**src/rtl/dbus_router_pkg.sv**
```systemverilog
`default_nettype none
// ============================================================================
// Module      : dbus_router_pkg
// Description : Address map defaults, target encoding, write-buffer entry
//               layout and the address decoder shared by the data-bus router.
// Revision    : 1.0 - initial release
// ============================================================================
package dbus_router_pkg;

  // Default address map
  localparam logic [31:0] MEM_SIZE_DEF   = 32'h0002_0000;
  localparam logic [31:0] CLINT_BASE_DEF = 32'h9000_0000;
  localparam logic [31:0] CLINT_MASK_DEF = 32'hffff_ffe0;

  // Slave target encoding
  typedef enum logic {
    TGT_MEM   = 1'b0,
    TGT_CLINT = 1'b1
  } tgt_e;

  // One posted store as held in the write buffer
  typedef struct packed {
    tgt_e        tgt;
    logic [31:0] addr;
    logic [31:0] data;
    logic [3:0]  strb;
  } wbuf_entry_t;

  localparam int WBUF_W = $bits(wbuf_entry_t);

  // Decoder result: mapped flag plus target when mapped
  typedef struct packed {
    logic mapped;
    tgt_e tgt;
  } dec_t;

  // Memory wins over CLINT when the two regions overlap
  function automatic dec_t addr_decode(input logic [31:0] addr,
                                       input logic [31:0] mem_size,
                                       input logic [31:0] clint_base,
                                       input logic [31:0] clint_mask);
    dec_t d;
    d.mapped = 1'b1;
    d.tgt    = TGT_MEM;
    if (addr < mem_size) begin
      d.tgt = TGT_MEM;
    end else if ((addr & clint_mask) == clint_base) begin
      d.tgt = TGT_CLINT;
    end else begin
      d.mapped = 1'b0;
    end
    return d;
  endfunction

endpackage
`default_nettype wire

```
**src/rtl/dbus_router_if.sv**
```systemverilog
`default_nettype none
// ============================================================================
// Module      : dbus_router_if
// Description : Load/store bus bundle. The requester (core, or the router
//               towards a slave) uses the master modport; the responder uses
//               the slave modport.
// Revision    : 1.0 - initial release
// ============================================================================
interface dbus_router_if;
  logic        wready;   // store request
  logic [31:0] waddr;
  logic [31:0] wdata;
  logic [3:0]  wstrb;
  logic        wvalid;   // store accepted
  logic        rready;   // load request
  logic [31:0] raddr;
  logic        rvalid;   // load accepted
  logic        rresp;    // load data valid
  logic [31:0] rdata;
  logic        rerr;     // load error

  modport master (
    output wready, waddr, wdata, wstrb, rready, raddr,
    input  wvalid, rvalid, rresp, rdata, rerr
  );

  modport slave (
    input  wready, waddr, wdata, wstrb, rready, raddr,
    output wvalid, rvalid, rresp, rdata, rerr
  );
endinterface
`default_nettype wire

```
**src/rtl/dbus_wbuf.sv**
```systemverilog
`default_nettype none
// ============================================================================
// Module      : dbus_wbuf
// Description : Synchronous FIFO used as the store write buffer. Pointers
//               carry one extra wrap bit so full/empty need no counter.
// Revision    : 1.0 - initial release
// ============================================================================
module dbus_wbuf #(
  parameter int WIDTH = 69,
  parameter int DEPTH = 2
) (
  input  logic             clk,
  input  logic             resetb,
  input  logic             push_i,
  input  logic [WIDTH-1:0] push_data_i,
  input  logic             pop_i,
  output logic             full_o,
  output logic             empty_o,
  output logic [WIDTH-1:0] head_o
);

  localparam int AW = (DEPTH > 1) ? $clog2(DEPTH) : 0;
  localparam int IW = (AW > 0) ? AW : 1;
  localparam logic [AW:0] DEPTH_CNT = (AW + 1)'(DEPTH);

  logic [AW:0]      wptr_q, rptr_q;
  logic [IW-1:0]    widx, ridx;
  logic [WIDTH-1:0] mem_q [DEPTH];
  logic             do_push, do_pop;

  // A single-entry buffer has no index bits; slot 0 is always used
  generate
    if (AW > 0) begin : g_idx_multi
      assign widx = wptr_q[IW-1:0];
      assign ridx = rptr_q[IW-1:0];
    end else begin : g_idx_single
      assign widx = '0;
      assign ridx = '0;
    end
  endgenerate

  assign empty_o = (wptr_q == rptr_q);
  assign full_o  = ((wptr_q - rptr_q) == DEPTH_CNT);
  assign do_push = push_i && !full_o;
  assign do_pop  = pop_i && !empty_o;
  assign head_o  = mem_q[ridx];

  // Advance read/write pointers; reset empties the buffer
  always_ff @(posedge clk or negedge resetb) begin
    if (!resetb) begin
      wptr_q <= '0;
      rptr_q <= '0;
    end else begin
      if (do_push) wptr_q <= wptr_q + 1'b1;
      if (do_pop)  rptr_q <= rptr_q + 1'b1;
    end
  end

  // Entry storage; contents are only meaningful between push and pop
  always_ff @(posedge clk) begin
    if (do_push) mem_q[widx] <= push_data_i;
  end

endmodule
`default_nettype wire

```
**src/rtl/dbus_router.sv**
```systemverilog
`default_nettype none
// ============================================================================
// Module      : dbus_router
// Description : Routes core loads/stores to data memory or CLINT. Stores are
//               posted through a write buffer; loads wait for the buffer to
//               drain so program order holds. Unmapped accesses are absorbed
//               and flagged.
// Revision    : 1.0 - initial release
// ============================================================================
module dbus_router
  import dbus_router_pkg::*;
#(
  parameter int          WBUF_DEPTH = 2,
  parameter logic [31:0] MEM_SIZE   = MEM_SIZE_DEF,
  parameter logic [31:0] CLINT_BASE = CLINT_BASE_DEF,
  parameter logic [31:0] CLINT_MASK = CLINT_MASK_DEF
) (
  input  logic         clk,
  input  logic         resetb,
  dbus_router_if.slave  core_bus,
  dbus_router_if.master mem_bus,
  dbus_router_if.master clint_bus,
  output logic         w_err_o
);

  localparam logic [1:0] ST_IDLE = 2'd0;
  localparam logic [1:0] ST_WAIT = 2'd1;
  localparam logic [1:0] ST_ERR  = 2'd2;

  logic [1:0]  state_q, state_d;
  tgt_e        tgt_q, tgt_d;
  logic        w_err_q;

  dec_t        wdec, rdec;
  wbuf_entry_t push_entry, head;
  logic        full, empty, push, pop, st_acc;
  logic        ld_open, ld_mapped_stall;
  logic        req_rvalid, sel_rresp;
  logic [31:0] sel_rdata;
  logic        wait_resp;

  // ---------------- store path ----------------
  assign wdec       = addr_decode(core_bus.waddr, MEM_SIZE, CLINT_BASE, CLINT_MASK);
  assign st_acc     = core_bus.wready && !full;
  assign push       = st_acc && wdec.mapped;
  assign push_entry = '{tgt: wdec.tgt, addr: core_bus.waddr,
                        data: core_bus.wdata, strb: core_bus.wstrb};

  assign core_bus.wvalid = !full;

  dbus_wbuf #(
    .WIDTH (WBUF_W),
    .DEPTH (WBUF_DEPTH)
  ) u_wbuf (
    .clk         (clk),
    .resetb      (resetb),
    .push_i      (push),
    .push_data_i (push_entry),
    .pop_i       (pop),
    .full_o      (full),
    .empty_o     (empty),
    .head_o      (head)
  );

  // Buffer head is offered only to its own target
  assign mem_bus.wready   = !empty && (head.tgt == TGT_MEM);
  assign clint_bus.wready = !empty && (head.tgt == TGT_CLINT);
  assign mem_bus.waddr    = mem_bus.wready   ? head.addr : '0;
  assign mem_bus.wdata    = mem_bus.wready   ? head.data : '0;
  assign mem_bus.wstrb    = mem_bus.wready   ? head.strb : '0;
  assign clint_bus.waddr  = clint_bus.wready ? head.addr : '0;
  assign clint_bus.wdata  = clint_bus.wready ? head.data : '0;
  assign clint_bus.wstrb  = clint_bus.wready ? head.strb : '0;
  assign pop = (mem_bus.wready && mem_bus.wvalid) ||
               (clint_bus.wready && clint_bus.wvalid);

  // Dropped unmapped store is reported the cycle after acceptance
  always_ff @(posedge clk or negedge resetb) begin
    if (!resetb) w_err_q <= 1'b0;
    else         w_err_q <= st_acc && !wdec.mapped;
  end

  assign w_err_o = w_err_q;

  // ---------------- load path ----------------
  assign rdec = addr_decode(core_bus.raddr, MEM_SIZE, CLINT_BASE, CLINT_MASK);

  // Loads open only when idle, the buffer is drained and no store wins this cycle
  assign ld_open    = (state_q == ST_IDLE) && empty && !st_acc;
  assign req_rvalid = (rdec.tgt == TGT_CLINT) ? clint_bus.rvalid : mem_bus.rvalid;
  assign ld_mapped_stall = core_bus.rready && rdec.mapped && !req_rvalid;

  assign mem_bus.rready   = ld_open && core_bus.rready && rdec.mapped && (rdec.tgt == TGT_MEM);
  assign clint_bus.rready = ld_open && core_bus.rready && rdec.mapped && (rdec.tgt == TGT_CLINT);
  assign mem_bus.raddr    = mem_bus.rready   ? core_bus.raddr : '0;
  assign clint_bus.raddr  = clint_bus.rready ? core_bus.raddr : '0;

  assign core_bus.rvalid = ld_open && !ld_mapped_stall;

  assign sel_rresp = (tgt_q == TGT_CLINT) ? clint_bus.rresp : mem_bus.rresp;
  assign sel_rdata = (tgt_q == TGT_CLINT) ? clint_bus.rdata : mem_bus.rdata;
  assign wait_resp = (state_q == ST_WAIT) && sel_rresp;

  assign core_bus.rresp = wait_resp || (state_q == ST_ERR);
  assign core_bus.rerr  = (state_q == ST_ERR);
  assign core_bus.rdata = wait_resp ? sel_rdata : '0;

  // Load FSM next-state: accept, wait for the slave's response, or report error
  always_comb begin
    state_d = state_q;
    tgt_d   = tgt_q;
    case (state_q)
      ST_IDLE: begin
        if (ld_open && core_bus.rready) begin
          if (!rdec.mapped) begin
            state_d = ST_ERR;
          end else if (req_rvalid) begin
            state_d = ST_WAIT;
            tgt_d   = rdec.tgt;
          end
        end
      end
      ST_WAIT: if (sel_rresp) state_d = ST_IDLE;
      ST_ERR:  state_d = ST_IDLE;
      default: state_d = ST_IDLE;
    endcase
  end

  // Load FSM state and latched target register
  always_ff @(posedge clk or negedge resetb) begin
    if (!resetb) begin
      state_q <= ST_IDLE;
      tgt_q   <= TGT_MEM;
    end else begin
      state_q <= state_d;
      tgt_q   <= tgt_d;
    end
  end

endmodule
`default_nettype wire

```
**src/flat_wrapper.sv**
```systemverilog
// flat-port wrapper written by rule: the top's interface ports become plain ports
module dbus_router_flat import dbus_router_pkg::*;
#(
  parameter int          WBUF_DEPTH = 2,
  parameter logic [31:0] MEM_SIZE   = MEM_SIZE_DEF,
  parameter logic [31:0] CLINT_BASE = CLINT_BASE_DEF,
  parameter logic [31:0] CLINT_MASK = CLINT_MASK_DEF
)
  (clk, resetb, w_err_o, core_bus_wready, core_bus_waddr, core_bus_wdata, core_bus_wstrb, core_bus_rready, core_bus_raddr, core_bus_wvalid, core_bus_rvalid, core_bus_rresp, core_bus_rdata, core_bus_rerr, mem_bus_wready, mem_bus_waddr, mem_bus_wdata, mem_bus_wstrb, mem_bus_rready, mem_bus_raddr, mem_bus_wvalid, mem_bus_rvalid, mem_bus_rresp, mem_bus_rdata, mem_bus_rerr, clint_bus_wready, clint_bus_waddr, clint_bus_wdata, clint_bus_wstrb, clint_bus_rready, clint_bus_raddr, clint_bus_wvalid, clint_bus_rvalid, clint_bus_rresp, clint_bus_rdata, clint_bus_rerr);
  dbus_router_if core_bus_i ();
  dbus_router_if mem_bus_i ();
  dbus_router_if clint_bus_i ();
  input  logic clk;
  input  logic resetb;
  output logic w_err_o;
  input wire logic [$bits(core_bus_i.wready)-1:0] core_bus_wready;
  input wire logic [$bits(core_bus_i.waddr)-1:0] core_bus_waddr;
  input wire logic [$bits(core_bus_i.wdata)-1:0] core_bus_wdata;
  input wire logic [$bits(core_bus_i.wstrb)-1:0] core_bus_wstrb;
  input wire logic [$bits(core_bus_i.rready)-1:0] core_bus_rready;
  input wire logic [$bits(core_bus_i.raddr)-1:0] core_bus_raddr;
  output wire logic [$bits(core_bus_i.wvalid)-1:0] core_bus_wvalid;
  output wire logic [$bits(core_bus_i.rvalid)-1:0] core_bus_rvalid;
  output wire logic [$bits(core_bus_i.rresp)-1:0] core_bus_rresp;
  output wire logic [$bits(core_bus_i.rdata)-1:0] core_bus_rdata;
  output wire logic [$bits(core_bus_i.rerr)-1:0] core_bus_rerr;
  output wire logic [$bits(mem_bus_i.wready)-1:0] mem_bus_wready;
  output wire logic [$bits(mem_bus_i.waddr)-1:0] mem_bus_waddr;
  output wire logic [$bits(mem_bus_i.wdata)-1:0] mem_bus_wdata;
  output wire logic [$bits(mem_bus_i.wstrb)-1:0] mem_bus_wstrb;
  output wire logic [$bits(mem_bus_i.rready)-1:0] mem_bus_rready;
  output wire logic [$bits(mem_bus_i.raddr)-1:0] mem_bus_raddr;
  input wire logic [$bits(mem_bus_i.wvalid)-1:0] mem_bus_wvalid;
  input wire logic [$bits(mem_bus_i.rvalid)-1:0] mem_bus_rvalid;
  input wire logic [$bits(mem_bus_i.rresp)-1:0] mem_bus_rresp;
  input wire logic [$bits(mem_bus_i.rdata)-1:0] mem_bus_rdata;
  input wire logic [$bits(mem_bus_i.rerr)-1:0] mem_bus_rerr;
  output wire logic [$bits(clint_bus_i.wready)-1:0] clint_bus_wready;
  output wire logic [$bits(clint_bus_i.waddr)-1:0] clint_bus_waddr;
  output wire logic [$bits(clint_bus_i.wdata)-1:0] clint_bus_wdata;
  output wire logic [$bits(clint_bus_i.wstrb)-1:0] clint_bus_wstrb;
  output wire logic [$bits(clint_bus_i.rready)-1:0] clint_bus_rready;
  output wire logic [$bits(clint_bus_i.raddr)-1:0] clint_bus_raddr;
  input wire logic [$bits(clint_bus_i.wvalid)-1:0] clint_bus_wvalid;
  input wire logic [$bits(clint_bus_i.rvalid)-1:0] clint_bus_rvalid;
  input wire logic [$bits(clint_bus_i.rresp)-1:0] clint_bus_rresp;
  input wire logic [$bits(clint_bus_i.rdata)-1:0] clint_bus_rdata;
  input wire logic [$bits(clint_bus_i.rerr)-1:0] clint_bus_rerr;
  assign core_bus_i.wready = core_bus_wready;
  assign core_bus_i.waddr = core_bus_waddr;
  assign core_bus_i.wdata = core_bus_wdata;
  assign core_bus_i.wstrb = core_bus_wstrb;
  assign core_bus_i.rready = core_bus_rready;
  assign core_bus_i.raddr = core_bus_raddr;
  assign core_bus_wvalid = core_bus_i.wvalid;
  assign core_bus_rvalid = core_bus_i.rvalid;
  assign core_bus_rresp = core_bus_i.rresp;
  assign core_bus_rdata = core_bus_i.rdata;
  assign core_bus_rerr = core_bus_i.rerr;
  assign mem_bus_wready = mem_bus_i.wready;
  assign mem_bus_waddr = mem_bus_i.waddr;
  assign mem_bus_wdata = mem_bus_i.wdata;
  assign mem_bus_wstrb = mem_bus_i.wstrb;
  assign mem_bus_rready = mem_bus_i.rready;
  assign mem_bus_raddr = mem_bus_i.raddr;
  assign mem_bus_i.wvalid = mem_bus_wvalid;
  assign mem_bus_i.rvalid = mem_bus_rvalid;
  assign mem_bus_i.rresp = mem_bus_rresp;
  assign mem_bus_i.rdata = mem_bus_rdata;
  assign mem_bus_i.rerr = mem_bus_rerr;
  assign clint_bus_wready = clint_bus_i.wready;
  assign clint_bus_waddr = clint_bus_i.waddr;
  assign clint_bus_wdata = clint_bus_i.wdata;
  assign clint_bus_wstrb = clint_bus_i.wstrb;
  assign clint_bus_rready = clint_bus_i.rready;
  assign clint_bus_raddr = clint_bus_i.raddr;
  assign clint_bus_i.wvalid = clint_bus_wvalid;
  assign clint_bus_i.rvalid = clint_bus_rvalid;
  assign clint_bus_i.rresp = clint_bus_rresp;
  assign clint_bus_i.rdata = clint_bus_rdata;
  assign clint_bus_i.rerr = clint_bus_rerr;
  dbus_router #(.WBUF_DEPTH(WBUF_DEPTH), .MEM_SIZE(MEM_SIZE), .CLINT_BASE(CLINT_BASE), .CLINT_MASK(CLINT_MASK)) u_core (.clk(clk), .resetb(resetb), .core_bus(core_bus_i), .mem_bus(mem_bus_i), .clint_bus(clint_bus_i), .w_err_o(w_err_o));
endmodule
```
**config.mk**
```make
export PLATFORM = sky130hd
export DESIGN_NAME = dbus_router_flat
export DESIGN_NICKNAME = d
export VERILOG_FILES = /design/src/rtl/dbus_router_pkg.sv /design/src/rtl/dbus_router_if.sv /design/src/rtl/dbus_wbuf.sv /design/src/rtl/dbus_router.sv /design/src/flat_wrapper.sv
export SDC_FILE = /design/constraint.sdc
export NUM_CORES = 1
export LEC_CHECK = 0
export CAP_MARGIN = 20
export CORE_AREA = 2 2 160 162
export DETAILED_ROUTE_END_ITERATION = 7
export DIE_AREA = 0 0 162 164
export GPL_TIMING_DRIVEN = 0
export PLACE_DENSITY = 0.64
export SETUP_SLACK_MARGIN = 0.05
export SYNTH_ARGS = -nofsm -noshare
export SYNTH_HDL_FRONTEND = slang
export SYNTH_SLANG_ARGS = --single-unit
```
**constraint.sdc**
```tcl
create_clock -name clk -period 16.35 [get_ports clk]
set_clock_uncertainty 0.15 [all_clocks]
set_input_delay 2.4525 -clock clk [delete_from_list [all_inputs] [get_ports clk]]
set_output_delay 2.4525 -clock clk [all_outputs]
set_load 0.03 [all_outputs]
```
==> results.md, run 1 <==
- Status: finished, final reports clean
- Top Ports: 417
- Full die area: about 27000 sq um
- Crit-path most repeated cell: clkdlybuf4s50_1
- Vias: ~5900
- DRC viols: 0
- Area of the core: 24800 sq um
- Clk_lat worst skew: around 410 ps
- Total CTS buffers: 17
- Min-Delay Path Class: reg2reg
- RD Place Congestion: 0.749
- CTS tree: built
- Ys async rst share: 5.48%
- XOR/XNOR Fraction of Synth Area: 0.726%
- Main combinational cell family by area after synthesis: simple AND/OR/NAND/NOR gates
- Number of global-route vias before repair: 5595
- Worst vdd ir: 0.0000974 V
- Tcrit/Tclk final: 47.4%
- Filler instances: 2291
- CP peak stage delay: 700 ps
- Flops & latches, synth: 146
- IO buf count: 374
- Effective utilization at floorplan: 28.5%
- GR Overflow Total: 0
- Drt first pass iters: 5
- Syn. warnings: 0
- CP arrival: 5150 ps
- DRT Wirelength: around 24 mm
- H-tree depth: 4
- CTS Hold Bufs: 0
- Slew margin rel.: 43.1%
- Largest net degree at the start of global routing: 27
- # setup viols final: 0
- Initial antenna violation count: 1
- Max-slew violation count: 0
- Unrepaired setup endpoints after global routing: false
- Area of the multi-input gates: 2410 sq um
- Synth cell types: 36
- F_max: 0.129 GHz
- Most common cell after layout, fill and taps aside: clkdlybuf4s50_1
- Mux cell area share after synthesis: approximately 14%
- Sink Count: approximately 150
- Final min period: 7760 ps
- Cell-by-cell trace of the critical path: clkdlybuf4s50_1 > nor4_1 > nand4_1 > nor3_1 > and3_1 > clkdlybuf4s50_1
- Critical Setup Path Class: in2out
- Reg clk slew, reported paths: approximately 60 ps
- Final hold vios: 0
- Area post-placement: 11500 sq um
- Simple-gate area share of the yosys netlist: between 10 and 15%
- Share of layout cells above drive strength 1: 10.3%
- Setup bufs post-CTS: 0
- Row cnt: 58
- ANT cells: 0
- Synth Cell Area: about 7000 sq um
- Max FO, Critical Path: 8
- Cell count after synthesis: 589
- Worst Path Required: 13750 ps
- Sequential area share after synthesis: 61.4%
- Die width: around 160 um
- Fin Setup TNS: 0 ps
- First-pass GRT wire length: 33.3 mm
- Synth Area in Compound Gates: 1.73%
- Vias per cell: 4.27
- Die Ht: 164 um
- Setup crit end kind: output pin
- FF/Latch Area: 4340 sq um
- P per Cell Area: approximately 120 nW/um^2
- Synthesized area per cell: 12.0 sq um
- Design area: around 12000 sq um
- Worst Setup Start Kind: input pin
- EDFF count, synth: 138
- Pleak: 4.47 nW
- Post-DP HPWL: 18.9 mm
- Most frequent cells in the layout: 374 x clkdlybuf4s50_1, 181 x nor2_1, 138 x edfxtp_1
- Synth Area in Adders: 0%
- Worst hold slack: 373 ps
- Worst Tran Pin Value: 848 ps
- Nets: 1205
- Wire length per cell: between 15 and 20 um
- Iter 0 DRT Violations: 270
- Max cap viols: 0
- Area Overhead vs Synth: 70.9%
- Resize count post-CTS: 0
- Clock Root Buffer: clkbuf_16
- Antenna Nets Post-Route: 0
- CTS Buffer Depth: 2
- Total track usage: 16.9%
- Slowest cell on crit path: clkdlybuf4s50_1
- Prevailing post-synth register cell: edfxtp_1
## critical path, delay by kind of cell
kind,cells,cell delay (ps)
buffers and inverters,2,1100
and+or+nand+nor,4,1600
## final cells by class
cell class | count | area share [%]
Sequential cell | 146 | 35.9
Timing Repair Buffer | 382 | 31.9
Multi-Input combinational cell | 404 | 20.0
Buffer | 70 | 3.71
Clock buffer | 18 | 3.55
Tap cell | 330 | 3.42
Clock inverter | 14 | 1.27
Inverter | 8 | 0.248
## power by group
part	switching, W	total (W)	leakage (nW)	internal (W)
clock	0.000156	0.000382	0.266	0.000226
combinational	0.000388	0.000654	2.87	0.000265
sequential	0.00000352	0.000416	1.34	0.000412
## layer usage
layer | vias up | GRT usage, % | share of wire (%)
li1 | 2882 | - | -
met1 | 2738 | 23.0 | 44
met2 | 222 | 27.0 | 49
met3 | 12 | 4.34 | 6.9
met4 | 2 | 3.98 | 0.60
met5 | - | 0 | 0.055
## per-stage QoR
step | cells | power [W] | setup WS (ps) | utilization [%]
after floorplan | 628 | 0.000807 | 8870 | -
after global placement | 1332 | 0.00108 | 5460 | 45.8
after detailed placement | 1340 | 0.00108 | 8630 | 46.3
after CTS | 1372 | 0.00147 | 8620 | 48.7
after global routing | 1372 | 0.00151 | 8380 | 48.7
final | 1372 | 0.00145 | 8590 | 48.7
## sequential cells by signal, indices dropped and copies added, names as in the netlist
register              cells
u_core.u_wbuf.mem_q     138
u_core.state_q            2
u_core.u_wbuf.rptr_q      2
u_core.u_wbuf.wptr_q      2
u_core.tgt_q              1
u_core.w_err_o            1
## path summary, 6_finish.rpt
kind | to | cells past startpoint | slack (ps) | startpoint
worst max-delay path | mem_bus_raddr[2] | 6 | 8590 | core_bus_raddr[17]
worst min-delay path | u_core.u_wbuf.wptr_q[1] | 1 | 370 | u_core.u_wbuf.wptr_q[1]
worst max register to register | u_core.u_wbuf.mem_q[1][4] | 6 | 13620 | u_core.u_wbuf.wptr_q[1]
worst min register to register | u_core.u_wbuf.wptr_q[1] | 1 | 370 | u_core.u_wbuf.wptr_q[1]
max in group asynchronous | u_core.w_err_o | 1 | 13550 | resetb
min in group asynchronous | u_core.u_wbuf.rptr_q[1] | 1 | 2200 | resetb
## logic make-up (layout without fill, tap and decap cells)
kind of cell	count (synthesis)	count (layout)
xor gates and xnor gates	5	5
DFF	146	146
AOI/OAI and AO/OA	14	14
muxes	101	101
buffers and inverters	78	492
other	1	40
and+or+nand+nor	244	244
## Yosys cell counts, types with 2 or more instances
master | n | share of area [%]
inv_2 | 2 | 0.11
o21ai_0 | 2 | 0.14
dfrtp_1 | 8 | 2.8
nor4_1 | 9 | 0.80
mux2i_1 | 100 | 14
nand3_1 | 4 | 0.28
a21oi_1 | 2 | 0.14
nor3_1 | 9 | 0.64
nor2_1 | 182 | 9.7
and3_1 | 10 | 0.88
buf_2 | 13 | 0.92
inv_1 | 6 | 0.32
buf_1 | 2 | 0.11
xnor2_1 | 3 | 0.37
clkbuf_1 | 10 | 0.53
buf_4 | 45 | 4.8
nand4_1 | 5 | 0.44
o32ai_1 | 2 | 0.25
edfxtp_1 | 138 | 59
nand2b_1 | 3 | 0.27
and2_1 | 13 | 1.2
nand2_1 | 7 | 0.37
No activity file was read; power rests on OpenSTA's default activity.
==> run 2, diff against run 1 <==
- CORE_AREA: 2 2 160 162 -> 2 2 162 164
- DIE_AREA: 0 0 162 164 -> 0 0 164 166
- PLACE_DENSITY: 0.64 -> 0.62
- clock period: 16.35 -> 7.7 ns (I/O delays scaled with it)
==> results.md, run 2 (synthesis results as in run 1) <==
- Clk_lat worst skew: 400 ps (about the same)
- Worst Tran Pin Value: 841 ps (-6.88 ps)
- Worst hold slack: 381 ps (+8.79 ps)
- Antenna Nets Post-Route: 0 (unchanged)
- RD Place Congestion: 0.823 (+9.9%)
- First-pass GRT wire length: 35.0 mm (+5.1%)
- Tcrit/Tclk final: 67.5%
- CP arrival: 3900 ps (-1250 ps)
- Final min period: 5200 ps
- Number of global-route vias before repair: 5816 (+3.9%)
- Area of the core: 25600 sq um (+3.2%)
- Max cap viols: 0 (unchanged)
- Nets: 1205 (unchanged)
- Worst vdd ir: 0.000271 V (+180%)
- Total design power: 0.00304 W (+110%)
- Vias: 5808 (-0.82%)
- Sink Count: 146 (unchanged)
- Most frequent cells in the layout: 374 x clkdlybuf4s50_1, 181 x nor2_1, 138 x edfxtp_1
- Total CTS buffers: 17 (unchanged)
- Min-Delay Path Class: reg2reg
- CTS Hold Bufs: 0 (unchanged)
- Largest register FFs: 138 (unchanged)
- Total track usage: 17.2% (+0.31 points)
- GR Overflow Total: 0 (unchanged)
- Wire length per cell: 17.2 um (-0.12%)
- Worst-case reg-to-reg path depth: 9 (+3)
- Filler instances: 2372 (+3.5%)
- Die Ht: 166 um (+1.2%)
- Slew margin rel.: 43.9% (+0.88 points)
- Reg clk slew, reported paths: 50 ps (about the same)
- H-tree depth: 4 (unchanged)
- DRC viols: 0 (unchanged)
- Iter 0 DRT Violations: 256 (-5.2%)
- CTS Buffer Depth: 2 (unchanged)
- Initial antenna violation count: 3 (+2)
- Setup bufs post-CTS: 0 (unchanged)
- DRT Wirelength: 23.6 mm (about the same)
- Effective utilization at floorplan: 27.6% (-0.89 points)
- Hold Path Stages: 1 (unchanged)
- Biggest register: u_core.u_wbuf.mem_q
- Share of layout cells above drive strength 1: 9.72% (-0.55 points)
- Critical Setup Path Class: in2out
- CTS tree: built
- Status: finished, final reports clean
- Die width: 164 um (+1.2%)
- Worst slack at placement: 2490 ps (-6140 ps)
- Final Non-Filler Cells: 1375 (+0.22%)
- Setup crit end kind: output pin
- # setup viols final: 0 (unchanged)
- Worst Setup Start Kind: input pin
- Drt first pass iters: 6 (+1)
- Row cnt: 59 (+1.7%)
- Worst hold path startpoint: u_core.u_wbuf.wptr_q[1]
- Reg2reg setup slack: 4750 ps (-8870 ps)
- F_max: 0.192 GHz
- Reg-to-reg endpoint: u_core.u_wbuf.mem_q[1][62]
- Max FO, Critical Path: 8 (unchanged)
- Largest net degree at the start of global routing: 31 (+15%)
- Worst Path Required: 6390 ps (-7360 ps)
- Inst Count DP: 1345 (+0.37%)
- Reg2reg start: u_core.u_wbuf.wptr_q[1]
- WHS Endpoint: u_core.u_wbuf.wptr_q[1]
- Unrepaired setup endpoints after global routing: false
- Final setup margin: 2500 ps (-6090 ps)
- Fin Setup TNS: 0 ps (unchanged)
- Top Ports: 417 (unchanged)
- Final hold vios: 0 (unchanged)
- Post-DP HPWL: 18.8 mm (-0.19%)
- Area Overhead vs Synth: 70.7%
- Pleak: 4.47 nW (-0.14%)
- P per Cell Area: 252 nW/um^2 (+110%)
- Resize count post-CTS: 0 (unchanged)
- Most common cell after layout, fill and taps aside: clkdlybuf4s50_1
- IO buf count: 374 (unchanged)
- Vias per cell: 4.22 (-1.0%)
- Clock Root Buffer: clkbuf_16
- Max-slew violation count: 0 (unchanged)
- Full die area: 27200 sq um (+2.5%)
## run 2: changes by cell type in the layout (fill, tap and decap cells not counted), moves of 3 or more
cell | previous run | this run
clkinv_1 | 0 | 4
inv_6 | 4 | 0
buf_6 | 5 | 2
buf_8 | 1 | 4
clkinvlp_4 | 6 | 3
## run 2: area by class of cell
| cell class | count | area [sq um] | area share [%] |
|---|---|---|---|
| diodes | 1 | 2.50 | 0.0207 |
| plain buffers | 70 | 448 | 3.71 |
| clock buffers | 17 | 425 | 3.53 |
| clock inverters | 12 | 120 | 0.995 |
| inverters | 8 | 30.0 | 0.249 |
| multi-input cells | 404 | 2410 | 20.0 |
| flip-flops and latches | 146 | 4340 | 36.0 |
| well taps | 335 | 419 | 3.47 |
| repair buffers | 382 | 3870 | 32.0 |
## run 2: layer usage
layer / wire length, um / GRT usage (%)
met1: 10300 / 22.7
met2: 11500 / 27.9
met3: 1560 / 4.30
met4: 266 / 4.88
met5: 25 / 0
## run 2: worst max-delay path by stage
stage	start	slack (ps)	cells after the start	end
2_1_floorplan	core_bus_waddr[6]	1510	3	u_core.u_wbuf.mem_q[1][0]
3_3_place_gp	core_bus_waddr[30]	-1930	4	u_core.u_wbuf.mem_q[1][60]
3_5_place_dp	core_bus_raddr[24]	2490	6	mem_bus_raddr[4]
4_1_cts	core_bus_raddr[24]	2480	6	mem_bus_raddr[4]
5_1_grt	core_bus_raddr[24]	2280	6	mem_bus_raddr[3]
6_report	core_bus_raddr[24]	2500	6	mem_bus_raddr[4]
## run 2: critical path, stage by stage
cell and delay (ps):
clkdlybuf4s50_1 400, nor4_1 330, nand4_1 420, nor3_1 640, and3_1 260, clkdlybuf4s50_1 690
## run 2: stage by stage
step / utilization (%) / area [sq um]
6_report: 47.1 / 12100
3_5_place_dp: 45.0 / 11500
4_1_cts: 47.1 / 12100
3_3_place_gp: 44.4 / 11400
2_1_floorplan: - / 7220
5_1_grt: 47.1 / 12100
## run 2: power by group
group / switching [W] / internal, W / total [W]
logic: 0.000822 / 0.000563 / 0.00138
registers: 0.00000691 / 0.000875 / 0.000882
clock network: 0.000306 / 0.000466 / 0.000772
total: 0.00113 / 0.00190 / 0.00304
